[src/rtl/ov7670_cfg_sequencer_if.sv]
// SCCB transaction bus between the config sequencer and the I2C bit-level master.
// The master side issues one transaction per request; the slave side answers with done/nack/rdata.
interface ov7670_cfg_sequencer_if;
  logic       i2c_req;
  logic       i2c_rw;
  logic [7:0] i2c_dev;
  logic [7:0] i2c_reg;
  logic [7:0] i2c_wdata;
  logic       i2c_done;
  logic       i2c_nack;
  logic [7:0] i2c_rdata;

  modport master (
    output i2c_req, i2c_rw, i2c_dev, i2c_reg, i2c_wdata,
    input  i2c_done, i2c_nack, i2c_rdata
  );

  modport slave (
    input  i2c_req, i2c_rw, i2c_dev, i2c_reg, i2c_wdata,
    output i2c_done, i2c_nack, i2c_rdata
  );
endinterface

[src/rtl/ov7670_cfg_sequencer.sv]
// OV7670 config sequencer: walks the config LUT, one SCCB transaction per entry,
// with ID-read compare, NACK retry, inter-transaction gap and restart on start.
module ov7670_cfg_sequencer #(
  parameter int          LUT_SIZE  = 167,
  parameter int          READ_NUM  = 2,
  parameter logic [7:0]  DEV_ADDR  = 8'h42,
  parameter logic [19:0] PWRUP_CYC = 20'd1000000,
  parameter logic [15:0] GAP_CYC   = 16'd1000,
  parameter int          MAX_RETRY = 3
) (
  input  logic        clk,
  input  logic        rst,
  input  logic        start,
  output logic [7:0]  lut_index,
  input  logic [15:0] lut_data,
  ov7670_cfg_sequencer_if.master bus,
  output logic        cfg_busy,
  output logic        cfg_done,
  output logic        cfg_error,
  output logic        id_mismatch
);

  localparam int RW = (MAX_RETRY < 2) ? 1 : $clog2(MAX_RETRY + 1);
  localparam logic [RW-1:0] RMAX    = RW'(MAX_RETRY);
  localparam logic [7:0]    LAST    = 8'(LUT_SIZE - 1);
  localparam logic [8:0]    NRD     = 9'(READ_NUM);
  localparam logic [20:0]   PW_LIM  = {1'b0, PWRUP_CYC};
  localparam logic [20:0]   GAP_LIM = {5'd0, GAP_CYC};

  typedef enum logic [2:0] {
    S_PWRUP, S_LOAD, S_REQ, S_CHECK, S_GAP, S_DONE, S_ERR
  } state_t;

  state_t        state, state_nxt;
  logic          restart;
  logic [19:0]   cnt;
  logic [20:0]   cnt_inc;
  logic          pw_end, gap_end;
  logic [RW-1:0] retry;
  logic          start_pend;
  logic          nack_q;
  logic [7:0]    rdata_q;
  logic          rw_q;
  logic [7:0]    dev_q, reg_q, wdata_q;
  logic          rd_entry;

  assign cnt_inc  = {1'b0, cnt} + 21'd1;
  assign pw_end   = cnt_inc >= PW_LIM;
  assign gap_end  = cnt_inc >= GAP_LIM;
  assign rd_entry = {1'b0, lut_index} < NRD;

  always_ff @(posedge clk or posedge rst) begin
    if (rst) state <= S_PWRUP;
    else     state <= state_nxt;
  end

  always_comb begin
    state_nxt = state;
    restart   = 1'b0;
    unique case (state)
      S_PWRUP: begin
        if (start)       restart   = 1'b1;
        else if (pw_end) state_nxt = S_LOAD;
      end
      S_LOAD: begin
        if (start) restart   = 1'b1;
        else       state_nxt = S_REQ;
      end
      S_REQ: begin
        if (bus.i2c_done) state_nxt = S_CHECK;
      end
      S_CHECK: begin
        // a start seen during REQ is only honoured once the bus is free
        if (start || start_pend)   restart   = 1'b1;
        else if (nack_q)           state_nxt = (retry < RMAX) ? S_GAP : S_ERR;
        else if (lut_index == LAST) state_nxt = S_DONE;
        else                       state_nxt = S_GAP;
      end
      S_GAP: begin
        if (start)        restart   = 1'b1;
        else if (gap_end) state_nxt = S_LOAD;
      end
      S_DONE, S_ERR: begin
        if (start) restart = 1'b1;
      end
      default: state_nxt = S_PWRUP;
    endcase
    if (restart) state_nxt = S_LOAD;
  end

  always_ff @(posedge clk or posedge rst) begin
    if (rst) begin
      cnt         <= '0;
      lut_index   <= '0;
      retry       <= '0;
      start_pend  <= 1'b0;
      id_mismatch <= 1'b0;
      nack_q      <= 1'b0;
      rdata_q     <= '0;
      rw_q        <= 1'b0;
      dev_q       <= '0;
      reg_q       <= '0;
      wdata_q     <= '0;
    end else begin
      if ((state_nxt == state) && (state == S_PWRUP || state == S_GAP))
        cnt <= cnt + 20'd1;
      else
        cnt <= '0;

      if (restart) begin
        lut_index   <= '0;
        retry       <= '0;
        start_pend  <= 1'b0;
        id_mismatch <= 1'b0;
      end else begin
        case (state)
          S_LOAD: begin
            reg_q   <= lut_data[15:8];
            wdata_q <= lut_data[7:0];
            rw_q    <= rd_entry;
            dev_q   <= DEV_ADDR | {7'd0, rd_entry};
          end
          S_REQ: begin
            if (start) start_pend <= 1'b1;
            if (bus.i2c_done) begin
              nack_q  <= bus.i2c_nack;
              rdata_q <= bus.i2c_rdata;
            end
          end
          S_CHECK: begin
            if (nack_q) begin
              if (retry < RMAX) retry <= retry + 1'b1;
            end else begin
              if (rw_q && (rdata_q != wdata_q)) id_mismatch <= 1'b1;
              retry <= '0;
              if (lut_index != LAST) lut_index <= lut_index + 8'd1;
            end
          end
          default: ;
        endcase
      end
    end
  end

  assign bus.i2c_req   = (state == S_REQ);
  assign bus.i2c_rw    = rw_q;
  assign bus.i2c_dev   = dev_q;
  assign bus.i2c_reg   = reg_q;
  assign bus.i2c_wdata = wdata_q;

  assign cfg_busy  = !(state == S_DONE || state == S_ERR);
  assign cfg_done  = (state == S_DONE);
  assign cfg_error = (state == S_ERR);

endmodule

[src/flat_wrapper.sv]
// flat-port wrapper written by rule: the top's interface ports become plain ports
module ov7670_cfg_sequencer_flat 
#(
  parameter int          LUT_SIZE  = 167,
  parameter int          READ_NUM  = 2,
  parameter logic [7:0]  DEV_ADDR  = 8'h42,
  parameter logic [19:0] PWRUP_CYC = 20'd1000000,
  parameter logic [15:0] GAP_CYC   = 16'd1000,
  parameter int          MAX_RETRY = 3
)
  (clk, rst, start, lut_index, lut_data, cfg_busy, cfg_done, cfg_error, id_mismatch, bus_i2c_req, bus_i2c_rw, bus_i2c_dev, bus_i2c_reg, bus_i2c_wdata, bus_i2c_done, bus_i2c_nack, bus_i2c_rdata);
  ov7670_cfg_sequencer_if bus_i ();
  input  logic clk;
  input  logic rst;
  input  logic start;
  output logic [7:0] lut_index;
  input  logic [15:0] lut_data;
  output logic cfg_busy;
  output logic cfg_done;
  output logic cfg_error;
  output logic id_mismatch;
  output wire logic [$bits(bus_i.i2c_req)-1:0] bus_i2c_req;
  output wire logic [$bits(bus_i.i2c_rw)-1:0] bus_i2c_rw;
  output wire logic [$bits(bus_i.i2c_dev)-1:0] bus_i2c_dev;
  output wire logic [$bits(bus_i.i2c_reg)-1:0] bus_i2c_reg;
  output wire logic [$bits(bus_i.i2c_wdata)-1:0] bus_i2c_wdata;
  input wire logic [$bits(bus_i.i2c_done)-1:0] bus_i2c_done;
  input wire logic [$bits(bus_i.i2c_nack)-1:0] bus_i2c_nack;
  input wire logic [$bits(bus_i.i2c_rdata)-1:0] bus_i2c_rdata;
  assign bus_i2c_req = bus_i.i2c_req;
  assign bus_i2c_rw = bus_i.i2c_rw;
  assign bus_i2c_dev = bus_i.i2c_dev;
  assign bus_i2c_reg = bus_i.i2c_reg;
  assign bus_i2c_wdata = bus_i.i2c_wdata;
  assign bus_i.i2c_done = bus_i2c_done;
  assign bus_i.i2c_nack = bus_i2c_nack;
  assign bus_i.i2c_rdata = bus_i2c_rdata;
  ov7670_cfg_sequencer #(.LUT_SIZE(LUT_SIZE), .READ_NUM(READ_NUM), .DEV_ADDR(DEV_ADDR), .PWRUP_CYC(PWRUP_CYC), .GAP_CYC(GAP_CYC), .MAX_RETRY(MAX_RETRY)) u_core (.clk(clk), .rst(rst), .start(start), .lut_index(lut_index), .lut_data(lut_data), .bus(bus_i), .cfg_busy(cfg_busy), .cfg_done(cfg_done), .cfg_error(cfg_error), .id_mismatch(id_mismatch));
endmodule
[config.mk]
export PLATFORM = sky130hd
export DESIGN_NAME = ov7670_cfg_sequencer_flat
export DESIGN_NICKNAME = d
export VERILOG_FILES = /design/src/rtl/ov7670_cfg_sequencer_if.sv /design/src/rtl/ov7670_cfg_sequencer.sv /design/src/flat_wrapper.sv
export SDC_FILE = /design/constraint.sdc
export NUM_CORES = 1
export LEC_CHECK = 0
export ABC_AREA = 1
export CORE_MARGIN = 4
export CORE_UTILIZATION = 55
export DETAILED_ROUTE_END_ITERATION = 8
export PLACE_DENSITY = 0.94
export SKIP_LAST_GASP = 1
export SYNTH_ARGS = -nofsm -noshare
export SYNTH_HDL_FRONTEND = slang
export SYNTH_SLANG_ARGS = --single-unit
[constraint.sdc]
create_clock -name clk -period 7 [get_ports clk]
set_input_delay 2.1 -clock clk [delete_from_list [all_inputs] [get_ports clk]]
set_output_delay 2.1 -clock clk [all_outputs]
set_load 0.01 [all_outputs]
### Word level (Yosys, flattened, before mapping)

Index checks and enable logic that the tools add are counted.

* bits in registers: 63
* output and inout port bits: 38
* input port bits: 29

* reduce and logical (&&, ||, !) cells: 20
* order comparisons: 4
* $add $sub $neg: 4
* mux-type cells: 31
* equality and inequality tests: 12
* bitwise logic cells: 1

Operators by type and width (count)
* two-way mux 8 bit: 4
* two-way mux 3 bit: 9
* adder 20 x 1 -> 21 bit, second input constant: 1
* greater-or-equal comparator 21 x 10 -> 1 bit, second input constant: 1
* greater-or-equal comparator 21 x 20 -> 1 bit, second input constant: 1
* adder 20 x 1 -> 20 bit, second input constant: 1
* two-way mux 20 bit: 1
* case mux 3 bit (6 select lines): 1
* two-way mux 1 bit: 10
* two-way mux 2 bit: 5
* nonzero test 2 bit: 5
* equality test 3 bit, second input constant: 3
* AND reduction 3 bit: 3
* adder 8 x 1 -> 8 bit, second input constant: 1
* equality test 8 bit, second input constant: 1
* < comparator 8 x 2 -> 1 bit, second input constant: 1
* inequality test 8 bit: 1
* inequality test 8 bit, second input constant: 1
* equality test 3 x 2 -> 1 bit, second input constant: 2
* AND reduction 2 bit: 3
* OR reduction 5 bit: 1
* equality test 3 x 1 -> 1 bit, second input constant: 1
* equality test 3 bit: 1
* zero test 3 bit: 1
* 10 further kinds: 13

### Logic depth before layout (Yosys ltp)

Gate-level depths: netlist (run 1).

* depth in word-level cells: 9
* gate-level depth with buffers: 19

### Worst setup path after synthesis (run 1)

OpenSTA, ideal clock, no wires.

* kind: input to register
* start point: in start
* end point: reg u_core.lut_index[6]
* slack: 3651 ps
* setup time: 119 ps
* arrival time: 3230 ps
* stages: 11
* cells stage by stage: nor2_1 -> nor2_1 -> inv_2 -> nand2_1 -> inv_2 -> o31ai_1 -> nand3_1 -> nor3b_2 -> nand2_1 -> o21ai_1 -> nor2_1

* word-level cells in the longest chain between the ends: 5

RTL lines
* start, declared: line flat_wrapper.sv:15 `input logic start;`
* logical OR 1 bit: line ov7670_cfg_sequencer.sv:74 `if (start || start_pend) restart = 1'b1;`
* two-way mux 1 bit: line ov7670_cfg_sequencer.sv:74
* case mux 1 bit (2 select lines) (*): line ov7670_cfg_sequencer.sv:60 `unique case (state)`
* inequality test 2 x 1 -> 1 bit (no line) / nonzero test 2 bit (equally long branches)
* AND reduction 3 bit (no line)
* end signal, assigned: line ov7670_cfg_sequencer.sv:136 `if (lut_index != LAST) lut_index <= lut_index + 8'd1;`
* end, declared: line ov7670_cfg_sequencer.sv:14 `output logic [7:0] lut_index,`

Mark *: on every way between the ends. The rest lies on a longest branch, timed or not.
A chain may end at the register's enable or synchronous reset.

### Worst setup path in the final report (run 1)

Ends and elaborated chain as after synthesis.

==> summary.txt, run 1 <==
STA
  • Crit share post-route: 0.583
  • Final hold vios: 0
  • RSZ-0062 raised after global routing: no
  • Setup_tns: 0 ps
  • Setup ws final: 2920 ps
  • Slew Viols, Final: 0
  • Max Fclk: 245 MHz
  • Layout Skew: 6.57 ps
  • Slew HR: 0.484
  • Measured slew at the worst slew-check pin: 774 ps
  • Hold_ws: 489 ps
  • Fin crit period: 4080 ps
  • Setup violators final: 0

Clock tree
  • Htree depth: 3
  • Worst skew pair latency: 350 ps
  • CTS Hold Bufs: 0
  • Total CTS buffers: 9
  • Root buf cell: clkbuf_8
  • CTS-repair resized insts: 0
  • CTS max path bufs: 2
  • Post-CTS Repair Setup Buffers: 0
  • CTS tree: yes
  • CTS clock-pin slew for the worst setup and hold paths: 70 ps
  • CTS sink cnt: 62

Yosys
  • Post-synth top area share: 0.444
  • Cell variety after synth: 37
  • Synth top area cells: dfrtp_1 (44%), nand2_1 (14%), nor2_2 (5.0%)
  • Number of synthesized flops with an enable pin: 0
  • Seq/Total Area, Yosys: 0.444
  • Synth Area per Inst: 7.91 µm²
  • Main flop type after synthesis: dfrtp_1
  • Asr flop ratio synth: 1.00
  • Ys Warns: 0
  • Yosys top cell by area: dfrtp_1
  • Post-Synthesis Cell Area: 3490 µm²
  • FF+latch count, synth: 62
  • Syn Inst Count: 442

Die
  • IO Pins: 67
  • Vert. Die Dim: 87.7 µm
  • Initial Utilization: 0.580
  • Die area: 7690 µm²
  • # rows: 28
  • Die Width: 87.7 µm
  • Core region area: 6030 µm²

Routing
  • Pre-antenna DRT Iters: 6
  • Vias per inst: 5.40
  • Via count: 3158
  • Post-route ant nets: 0
  • DRC Markers: 0
  • DR WL/cell: 14.6 µm
  • Final wirelength: 8530 µm
  • Iter 0 DRT Violations: 248

Placed design
  • Cell Area, Placed: 4120 µm²
  • Global placer's final weighted congestion: 0.946
  • Dpl hpwl: 6160 µm
  • Pre-CTS setup slack: 2670 ps
  • Port-buffer cells: 61
  • Cell count after placement: 569

GRT
  • Largest net degree at the start of global routing: 63
  • Antenna violations before repair: 0
  • Number of global-route vias before repair: 3195
  • First-pass GRT wire length: 14700 µm
  • Total track usage: 0.247
  • GRT Residual Overflow: 0

Worst setup path
  • Crit path cell chain: clkdlybuf4s50_1 -> nor2_1 -> nor2_1 -> inv_2 -> nand2_1 -> inv_2 -> o31ai_1 -> nand3_1 -> nor3b_2 -> nand2_1 -> o21ai_1 -> nor2_1
  • Buffers and inverters on the worst path: 3
  • WP data arrival: 4320 ps
  • Largest stage delay, worst path: 580 ps
  • CP delay by family, top: simple AND/OR/NAND/NOR gates
  • Setup crit start: start
  • Slowest-stage cell, CP: clkdlybuf4s50_1
  • Crit Path Max Fanout: 12
  • Crit path required time: 7240 ps
  • Worst Setup End Kind: flop
  • Kind of critical path: input port to flop
  • RR Startpoint: u_core.cnt[0]
  • Element type at the critical path start: input port
  • Crit-path most repeated cell: nor2_1

Power
  • Reg power frac: 0.394
  • Total Power: 1.39 mW
  • P per Cell Area: 321 nW/µm²
  • Clk network pwr share: 0.230
  • Net Sw Frac: 0.371
  • Comb power frac: 0.375
  • Lkg Pwr: 1.95 nW
  • Max rail drop VDD: 0.270 mV
  • Net Sw Power: 0.515 mW
  • Internal cell power: 0.871 mW

Status
  • Status: complete, no violations

Hold path
  • Worst Hold Class: flop to flop
  • Hold path start: u_core.bus.i2c_reg[3]

Finish
  • Commonest non-fill, non-tap cell in the layout: nand2_1
  • Fillers: 411
  • P&R area growth vs syn: 23.7%
  • Final Util: 0.718
  • Layout cell share with drive strength beyond 1: 0.161
  • Finished Layout Cells: 585
  • Fin area: 4320 µm²
  • Top reg by flops: u_core.cnt
  • Layout Nets: 538
  • Largest register FFs: 20
  • Most frequent cells in the layout: nand2_1 (131), dfrtp_1 (62), clkdlybuf4s50_1 (61)
  • Diode count: 0

Flow run
  • Max_cap viols: 0
[kinds of logic (layout without fill, tap and decap cells)]
family / count (synthesis) / count (layout) / synth area share
and+or+nand+nor: 259 / 259 / 0.349
buffers and inverters: 64 / 128 / 0.0816
DFF: 62 / 62 / 0.444
AOI/OAI and AO/OA: 30 / 30 / 0.0491
xor gates and xnor gates: 14 / 14 / 0.0351
muxes: 8 / 8 / 0.0258
adders and majority gates: 4 / 4 / 0.0143
other: 1 / 5 / 0.00107
[cells in the mapped netlist, types with 3 or more instances]
cell	n
o21ai_1	7
inv_2	7
nor2_2	28
o21ai_0	8
nand2_1	131
dfrtp_1	62
a21oi_1	8
nand3_2	3
nand4_1	7
buf_4	8
nand3_1	20
nor2_1	43
nor2_4	5
clkbuf_1	4
nand2_2	7
nor3_1	7
inv_1	42
xor2_1	8
xnor2_1	6
mux2_2	8
ha_1	4
[layer usage]
layer | share of wire | track usage | vias to the layer above
met5 | 0 | 0 | -
met4 | 0.022 | 0.110 | 0
met3 | 0.058 | 0.0555 | 22
met2 | 0.51 | 0.421 | 119
met1 | 0.41 | 0.299 | 1509
li1 | - | - | 1508
[worst paths after layout]
check,to,slack (ps),depth (start not counted)
worst max-delay path,u_core.lut_index[6],2920,12
worst min-delay path,u_core.bus.i2c_reg[3],490,2
worst max register to register,u_core.cnt[19],4150,15
worst min register to register,u_core.bus.i2c_reg[3],490,2
max in group asynchronous,u_core.bus.i2c_dev[0],4200,3
min in group asynchronous,u_core.bus.i2c_reg[6],2280,3
[worst min-delay path, stage by stage, from the launching register on]
cell and delay (ps):
dfrtp_1 350, nand2_1 60, nand2_1 50
[power groups by stage]
stage / Sequential [mW] / Combinational [mW] / Clock, mW
final: 0.547 / 0.521 / 0.319
after detailed placement: 0.546 / 0.512 / 0
after floorplan: 0.555 / 0.304 / 0
after global placement: 0.541 / 0.488 / 0
after global routing: 0.559 / 0.572 / 0.340
after CTS: 0.544 / 0.519 / 0.322
[final cells by class]
cell class,count,area (µm²),area share
Clock buffer,12,155,0.0359
Clock inverter,4,45.0,0.0104
Inverter,50,188,0.0434
Multi-Input combinational cell,320,1670,0.387
Sequential cell,62,1550,0.359
Tap cell,75,93.8,0.0217
Timing Repair Buffer,62,618,0.143
No activity file was read; power rests on OpenSTA's default activity.
==> run 2: changes to the inputs <==
--- a/config.mk
+++ b/config.mk
@@ -7,9 +7,9 @@
 export LEC_CHECK = 0
 export ABC_AREA = 1
 export CORE_MARGIN = 4
-export CORE_UTILIZATION = 55
+export CORE_UTILIZATION = 52
 export DETAILED_ROUTE_END_ITERATION = 8
-export PLACE_DENSITY = 0.94
+export PLACE_DENSITY = 0.9
 export SKIP_LAST_GASP = 1
 export SYNTH_ARGS = -nofsm -noshare
 export SYNTH_HDL_FRONTEND = slang
==> constraint.sdc (replaced) <==
create_clock -name clk -period 4 [get_ports clk]
set_input_delay 1.2 -clock clk [delete_from_list [all_inputs] [get_ports clk]]
set_output_delay 1.2 -clock clk [all_outputs]
set_load 0.01 [all_outputs]
==> run 2 against run 1 <==
  * Final cell count up 0.17%
  * Highest routed layer unchanged
  * Core utilization down 4.3 points
  * Total power up 73%
  * Non-clock buffer count up 1
  * First-iteration DRC count down 13%
  * Critical endpoint unchanged
  * Sequential share of layout area down 0.093 points
  * Flip-flop and latch count unchanged
  * Worst setup slack worse by 2000 ps
  * Register-to-register slack worse by 3000 ps
  * Via count down 2.9%
  * Largest cell class unchanged
  * Cell area up 0.26%
  * Hold slack worse by 11 ps
==> summary.txt, run 2 (synthesis gave the netlist of run 1 again) <==
Worst setup path
  • Crit Path Max Fanout: 12 (unchanged)
  • Element type at the critical path start: input port
  • Crit Reg-Reg Endpoint: u_core.cnt[11]
  • RR Startpoint: u_core.cnt[0]
  • Kind of critical path: input port to flop
  • R2r setup slk: 1180 ps (-2970 ps)
  • Crit path required time: 4230 ps (-3010 ps)
  • Cells on worst reg2reg path: 15 (unchanged)
  • Worst Setup End Kind: flop
  • WP data arrival: 3310 ps (-1010 ps)

Hold path
  • Worst Hold Class: flop to flop
  • Hold path start: u_core.bus.i2c_reg[4]
  • Hold Path Depth: 2 (unchanged)
  • Endpoint, Worst Hold: u_core.bus.i2c_reg[4]

GRT
  • First-pass GRT wire length: 13800 µm (-6.4%)
  • Total track usage: 0.209 (-0.0377)
  • Largest net degree at the start of global routing: 34 (-46%)
  • GRT Residual Overflow: 0 (unchanged)
  • Number of global-route vias before repair: 3091 (-3.3%)
  • Antenna violations before repair: 0 (unchanged)

STA
  • Setup violators final: 0 (unchanged)
  • Slew HR: 0.561 (+0.0767)
  • Max Fclk: 324 MHz
  • Hold_ws: 478 ps (-10.8 ps)
  • Measured slew at the worst slew-check pin: 658 ps (-116 ps)
  • Slew Viols, Final: 0 (unchanged)
  • Fin crit period: 3080 ps
  • Crit share post-route: 0.771
  • Layout Skew: 8.03 ps (+1.46 ps)
  • Final hold vios: 0 (unchanged)
  • Setup_tns: 0 ps (unchanged)
  • RSZ-0062 raised after global routing: no

Finish
  • Fillers: 460 (+12%)
  • Largest register FFs: 20 (unchanged)
  • Commonest non-fill, non-tap cell in the layout: nand2_1
  • P&R area growth vs syn: 24.1%
  • Sequential standard cell area: 1550 µm² (unchanged)
  • Finished Layout Cells: 586 (+0.17%)
  • Layout Nets: 539 (+0.19%)
  • Layout cell share with drive strength beyond 1: 0.157 (-0.00361)
  • Top reg by flops: u_core.cnt
  • Final Util: 0.675 (-0.0426)
  • Most frequent cells in the layout: nand2_1 (131), dfrtp_1 (62), clkdlybuf4s50_1 (61)
  • Multi-input gate area: 1670 µm² (unchanged)
  • Fin area: 4340 µm² (+0.26%)
  • Diode count: 0 (unchanged)

Power
  • Clk network pwr share: 0.224 (-0.006)
  • Max rail drop VDD: 0.441 mV (+64%)
  • Lkg Pwr: 1.95 nW (about the same)
  • Net Sw Frac: 0.362 (-0.00985)
  • Net Sw Power: 0.866 mW (+68%)
  • Reg power frac: 0.396 (+0.002)
  • Comb power frac: 0.379 (+0.004)
  • Internal cell power: 1.53 mW (+76%)
  • P per Cell Area: 553 nW/µm² (+72%)

Routing
  • Via count: 3065 (-2.9%)
  • Pre-antenna DRT Iters: 5 (-1)
  • DR WL/cell: 13.8 µm (-5.2%)
  • Vias per inst: 5.23 (-3.1%)
  • DRC Markers: 0 (unchanged)
  • Post-route ant nets: 0 (unchanged)
  • Iter 0 DRT Violations: 215 (-13%)
  • Final wirelength: 8100 µm (-5.1%)

Clock tree
  • Total CTS buffers: 9 (unchanged)
  • CTS max path bufs: 2 (unchanged)
  • CTS-repair resized insts: 0 (unchanged)
  • Post-CTS Repair Setup Buffers: 0 (unchanged)
  • Worst skew pair latency: 340 ps (about the same)
  • CTS sink cnt: 62 (unchanged)
  • CTS Hold Bufs: 0 (unchanged)
  • Root buf cell: clkbuf_8
  • CTS tree: yes
  • CTS clock-pin slew for the worst setup and hold paths: 60 ps (about the same)
  • Htree depth: 3 (unchanged)

Die
  • Die Width: 90.0 µm (+2.6%)
  • Vert. Die Dim: 90.0 µm (+2.6%)
  • Initial Utilization: 0.544 (-0.0358)
  • Die area: 8100 µm² (+5.2%)
  • IO Pins: 67 (unchanged)
  • # rows: 29 (+3.6%)
  • Core region area: 6420 µm² (+6.6%)

Placed design
  • Port-buffer cells: 61 (unchanged)
  • Cell Area, Placed: 4150 µm² (+0.55%)
  • Cell count after placement: 572 (+0.53%)
  • Global placer's final weighted congestion: 0.894 (-5.5%)
  • Dpl hpwl: 5890 µm (-4.5%)

Flow run
  • Max_cap viols: 0 (unchanged)

Status
  • Status: complete, no violations
run 2: changes by cell type in the layout (fill, tap and decap cells not counted), sizes merged:
cell / change
clkinv: -3
buf: +1
clkbuf: +1
run 2: per-stage QoR:
stage	power [mW]	setup slack [ps]
5_1_grt	2.55	758
2_1_floorplan	1.50	1260
3_3_place_gp	1.81	789
6_report	2.40	916
4_1_cts	2.40	960
3_5_place_dp	1.86	609
run 2: cell type report:
| class | instances | area share |
|---|---|---|
| clock buffers | 13 | 0.0367 |
| clock inverters | 1 | 0.00693 |
| inverters | 50 | 0.0433 |
| multi-input cells | 320 | 0.386 |
| flip-flops and latches | 62 | 0.358 |
| well taps | 77 | 0.0222 |
| repair buffers | 63 | 0.147 |
run 2: worst max-delay path by stage:
| stage | startpoint | endpoint | slack, ps |
|---|---|---|---|
| finish | start | u_core.lut_index[6] | 920 |
| global route | start | u_core.lut_index[6] | 760 |
| CTS | start | u_core.lut_index[6] | 960 |
| detailed placement | start | u_core.lut_index[6] | 610 |
| global placement | bus_i2c_done | u_core.cnt[19] | 790 |
| floorplan | rst | u_core.bus.i2c_dev[0] | 1260 |
run 2: per-layer routing:
metal  vias to the layer above  track usage  share of wire
met1                      1437        0.255           0.41
met5                         -            0              0
met2                       110        0.366           0.51
li1                       1503            -              -
met3                        15       0.0459          0.058
met4                         0       0.0727          0.017
run 2: power groups by stage:
stage / Sequential (mW) / Combinational, mW / Clock [mW]
after floorplan: 0.972 / 0.532 / 0
after global placement: 0.947 / 0.865 / 0
after detailed placement: 0.953 / 0.906 / 0
after CTS: 0.947 / 0.915 / 0.541
after global routing: 0.970 / 1.00 / 0.573
final: 0.950 / 0.909 / 0.538
run 2: critical path, stage by stage:
cell and delay (ps):
clkdlybuf4s50_1 590, nor2_1 100, nor2_1 140, inv_2 60
nand2_1 130, inv_2 130, o31ai_1 160, nand3_1 260
nor3b_2 290, nand2_1 80, o21ai_1 120, nor2_1 50
==> run 3: changes to the inputs <==
--- a/config.mk
+++ b/config.mk
@@ -7,9 +7,9 @@
 export LEC_CHECK = 0
 export ABC_AREA = 1
 export CORE_MARGIN = 4
-export CORE_UTILIZATION = 52
+export CORE_UTILIZATION = 47
 export DETAILED_ROUTE_END_ITERATION = 8
-export PLACE_DENSITY = 0.9
+export PLACE_DENSITY = 0.86
 export SKIP_LAST_GASP = 1
 export SYNTH_ARGS = -nofsm -noshare
 export SYNTH_HDL_FRONTEND = slang
==> constraint.sdc (replaced) <==
create_clock -name clk -period 2.5 [get_ports clk]
set_input_delay 0.75 -clock clk [delete_from_list [all_inputs] [get_ports clk]]
set_output_delay 0.75 -clock clk [all_outputs]
set_load 0.01 [all_outputs]
==> run 3 against run 2 <==
  * Cell area is 5.1% higher
  * Combinational power is 75% higher
  * Worst setup slack worse by 810 ps
  * Clock skew is 1.5 ps higher
  * Hold slack better by 10 ps
  * Final cell count is 6.1% higher
  * Sequential power is 60% higher
  * Critical endpoint is now cfg_error
  * Highest routed layer unchanged
  * Core utilization is 4.7 points lower
==> summary.txt, run 3 (synthesis gave the netlist of run 1 again) <==
Status
  • Status: complete, no violations

Clock tree
  • Total CTS buffers: 9 (unchanged)
  • CTS tree: yes
  • CTS max path bufs: 2 (unchanged)
  • CTS sink cnt: 62 (unchanged)
  • Root buf cell: clkbuf_8
  • Worst skew pair latency: 350 ps (about the same)
  • Htree depth: 3 (unchanged)
  • CTS clock-pin slew for the worst setup and hold paths: 80 ps (+20 ps)
  • CTS Hold Bufs: 0 (unchanged)

Finish
  • Finished Layout Cells: 622 (+6.1%)
  • Largest register FFs: 20 (unchanged)
  • Diode count: 0 (unchanged)
  • Fillers: 572 (+24%)
  • Commonest non-fill, non-tap cell in the layout: nand2_1
  • Layout cell share with drive strength beyond 1: 0.205 (+0.0474)
  • Top reg by flops: u_core.cnt
  • Layout Nets: 551 (+2.2%)
  • Most frequent cells in the layout: nand2_1 (130), dfrtp_1 (61), clkdlybuf4s50_1 (59)
  • Sequential standard cell area: 1550 µm² (about the same)
  • Multi-input gate area: 1730 µm² (+3.2%)
  • P&R area growth vs syn: 30.3%

STA
  • Max Fclk: 418 MHz
  • Slew Viols, Final: 0 (unchanged)
  • Final hold vios: 0 (unchanged)
  • Layout Skew: 9.55 ps (+1.52 ps)
  • Hold_ws: 488 ps (+10.0 ps)
  • RSZ-0062 raised after global routing: yes
  • Crit share post-route: 0.958
  • Setup_tns: 0 ps (unchanged)
  • Setup violators final: 0 (unchanged)
  • Fin crit period: 2390 ps

Routing
  • Pre-antenna DRT Iters: 4 (-1)
  • Via count: 3145 (+2.6%)
  • Vias per inst: 5.06 (-3.3%)
  • DR WL/cell: 13.3 µm (-3.6%)
  • Final wirelength: 8280 µm (+2.3%)
  • DRC Markers: 0 (unchanged)
  • Iter 0 DRT Violations: 155 (-28%)
  • Post-route ant nets: 0 (unchanged)

Die
  • Die area: 8880 µm² (+9.7%)
  • Vert. Die Dim: 94.2 µm (+4.7%)
  • Core region area: 7250 µm² (+13%)
  • # rows: 31 (+6.9%)
  • Initial Utilization: 0.482 (-0.0623)
  • Die Width: 94.2 µm (+4.7%)
  • IO Pins: 67 (unchanged)

Placed design
  • Global placer's final weighted congestion: 0.910 (+1.7%)
  • Cell count after placement: 603 (+5.4%)
  • Port-buffer cells: 61 (unchanged)
  • Dpl hpwl: 6240 µm (+6.0%)

Power
  • P per Cell Area: 899 nW/µm² (+63%)
  • Max rail drop VDD: 0.542 mV (+23%)
  • Lkg Pwr: 2.02 nW (+3.9%)
  • Total Power: 4.09 mW (+71%)

GRT
  • Largest net degree at the start of global routing: 63 (+85%)
  • Total track usage: 0.199 (-0.00960)
  • Antenna violations before repair: 0 (unchanged)
  • GRT Residual Overflow: 0 (unchanged)
  • First-pass GRT wire length: 13800 µm (+0.30%)
  • Number of global-route vias before repair: 3025 (-2.1%)

Worst setup path
  • R2r setup slk: 160 ps (-1020 ps)
  • WP data arrival: 1640 ps (-1670 ps)
  • Crit path required time: 1750 ps (-2480 ps)
  • Crit Path Max Fanout: 7 (-5)
  • Kind of critical path: flop to output pin
  • Cells on worst reg2reg path: 18 (+3)
  • Element type at the critical path start: flop
  • Worst Setup End Kind: output pin
  • RR Startpoint: u_core.cnt[0]
  • Crit Reg-Reg Endpoint: u_core.cnt[2]

Flow run
  • Max_cap viols: 0 (unchanged)

Hold path
  • Worst Hold Class: flop to flop
  • Hold Path Depth: 2 (unchanged)
  • Endpoint, Worst Hold: u_core.bus.i2c_reg[5]
  • Hold path start: u_core.bus.i2c_reg[5]
==> run 3: where the power goes <==
group          switching (mW)  internal, mW
clock network           0.423         0.564
registers               0.240          1.28
logic                   0.829         0.758
total                    1.49          2.60
==> run 3: timing repair <==
item,4_1_cts,5_1_grt
buffers inserted,1,2
endpoints found under the setup margin,2,23
hold endpoints to repair,0,0
pin swaps,0,3
resized for setup,1,14
==> run 3: area by class of cell <==
class                      count  area share
inverter                      50      0.0412
multi-input combinational    320       0.379
clock buffer                   9      0.0272
tap                           99      0.0272
clock inverter                 7      0.0214
timing repair buffer          75       0.163
sequential                    62       0.341
==> run 3: through the flow <==
| stage | util | cell area (µm²) | worst slack [ps] |
|---|---|---|---|
| 6_report | 0.628 | 4550 | 106 |
| 5_1_grt | 0.628 | 4550 | -32.2 |
| 4_1_cts | 0.618 | 4480 | 16.7 |
| 3_5_place_dp | 0.587 | 4250 | -168 |
| 3_3_place_gp | 0.587 | 4250 | -7.61 |
| 2_1_floorplan | - | 3510 | 209 |
==> run 3: worst max path at each step <==
stage | slack (ps) | end | from
6_report | 110 | cfg_error | u_core.state[2]
5_1_grt | -30 | u_core.cnt[0] | u_core.cnt[1]
3_3_place_gp | -8 | u_core.lut_index[6] | start
3_5_place_dp | -170 | u_core.lut_index[6] | start
2_1_floorplan | 210 | u_core.bus.i2c_dev[0] | rst
4_1_cts | 20 | u_core.cnt[2] | u_core.cnt[0]
==> run 3: per-layer routing <==
metal  wire [µm]  up-vias  part of all wire  GRT usage
met3         388       19             0.047     0.0425
met1        3450     1507              0.42      0.242
met4         204        0             0.025     0.0963
met2        4240       80              0.51      0.335
li1            -     1539                 -          -
met5           0        -                 0          0
==> run 3: worst max-delay path, stage by stage, from the launching register on <==
cell and delay, ps:
dfrtp_1 490, inv_1 150, nor2_1 120, clkdlybuf4s50_1 530
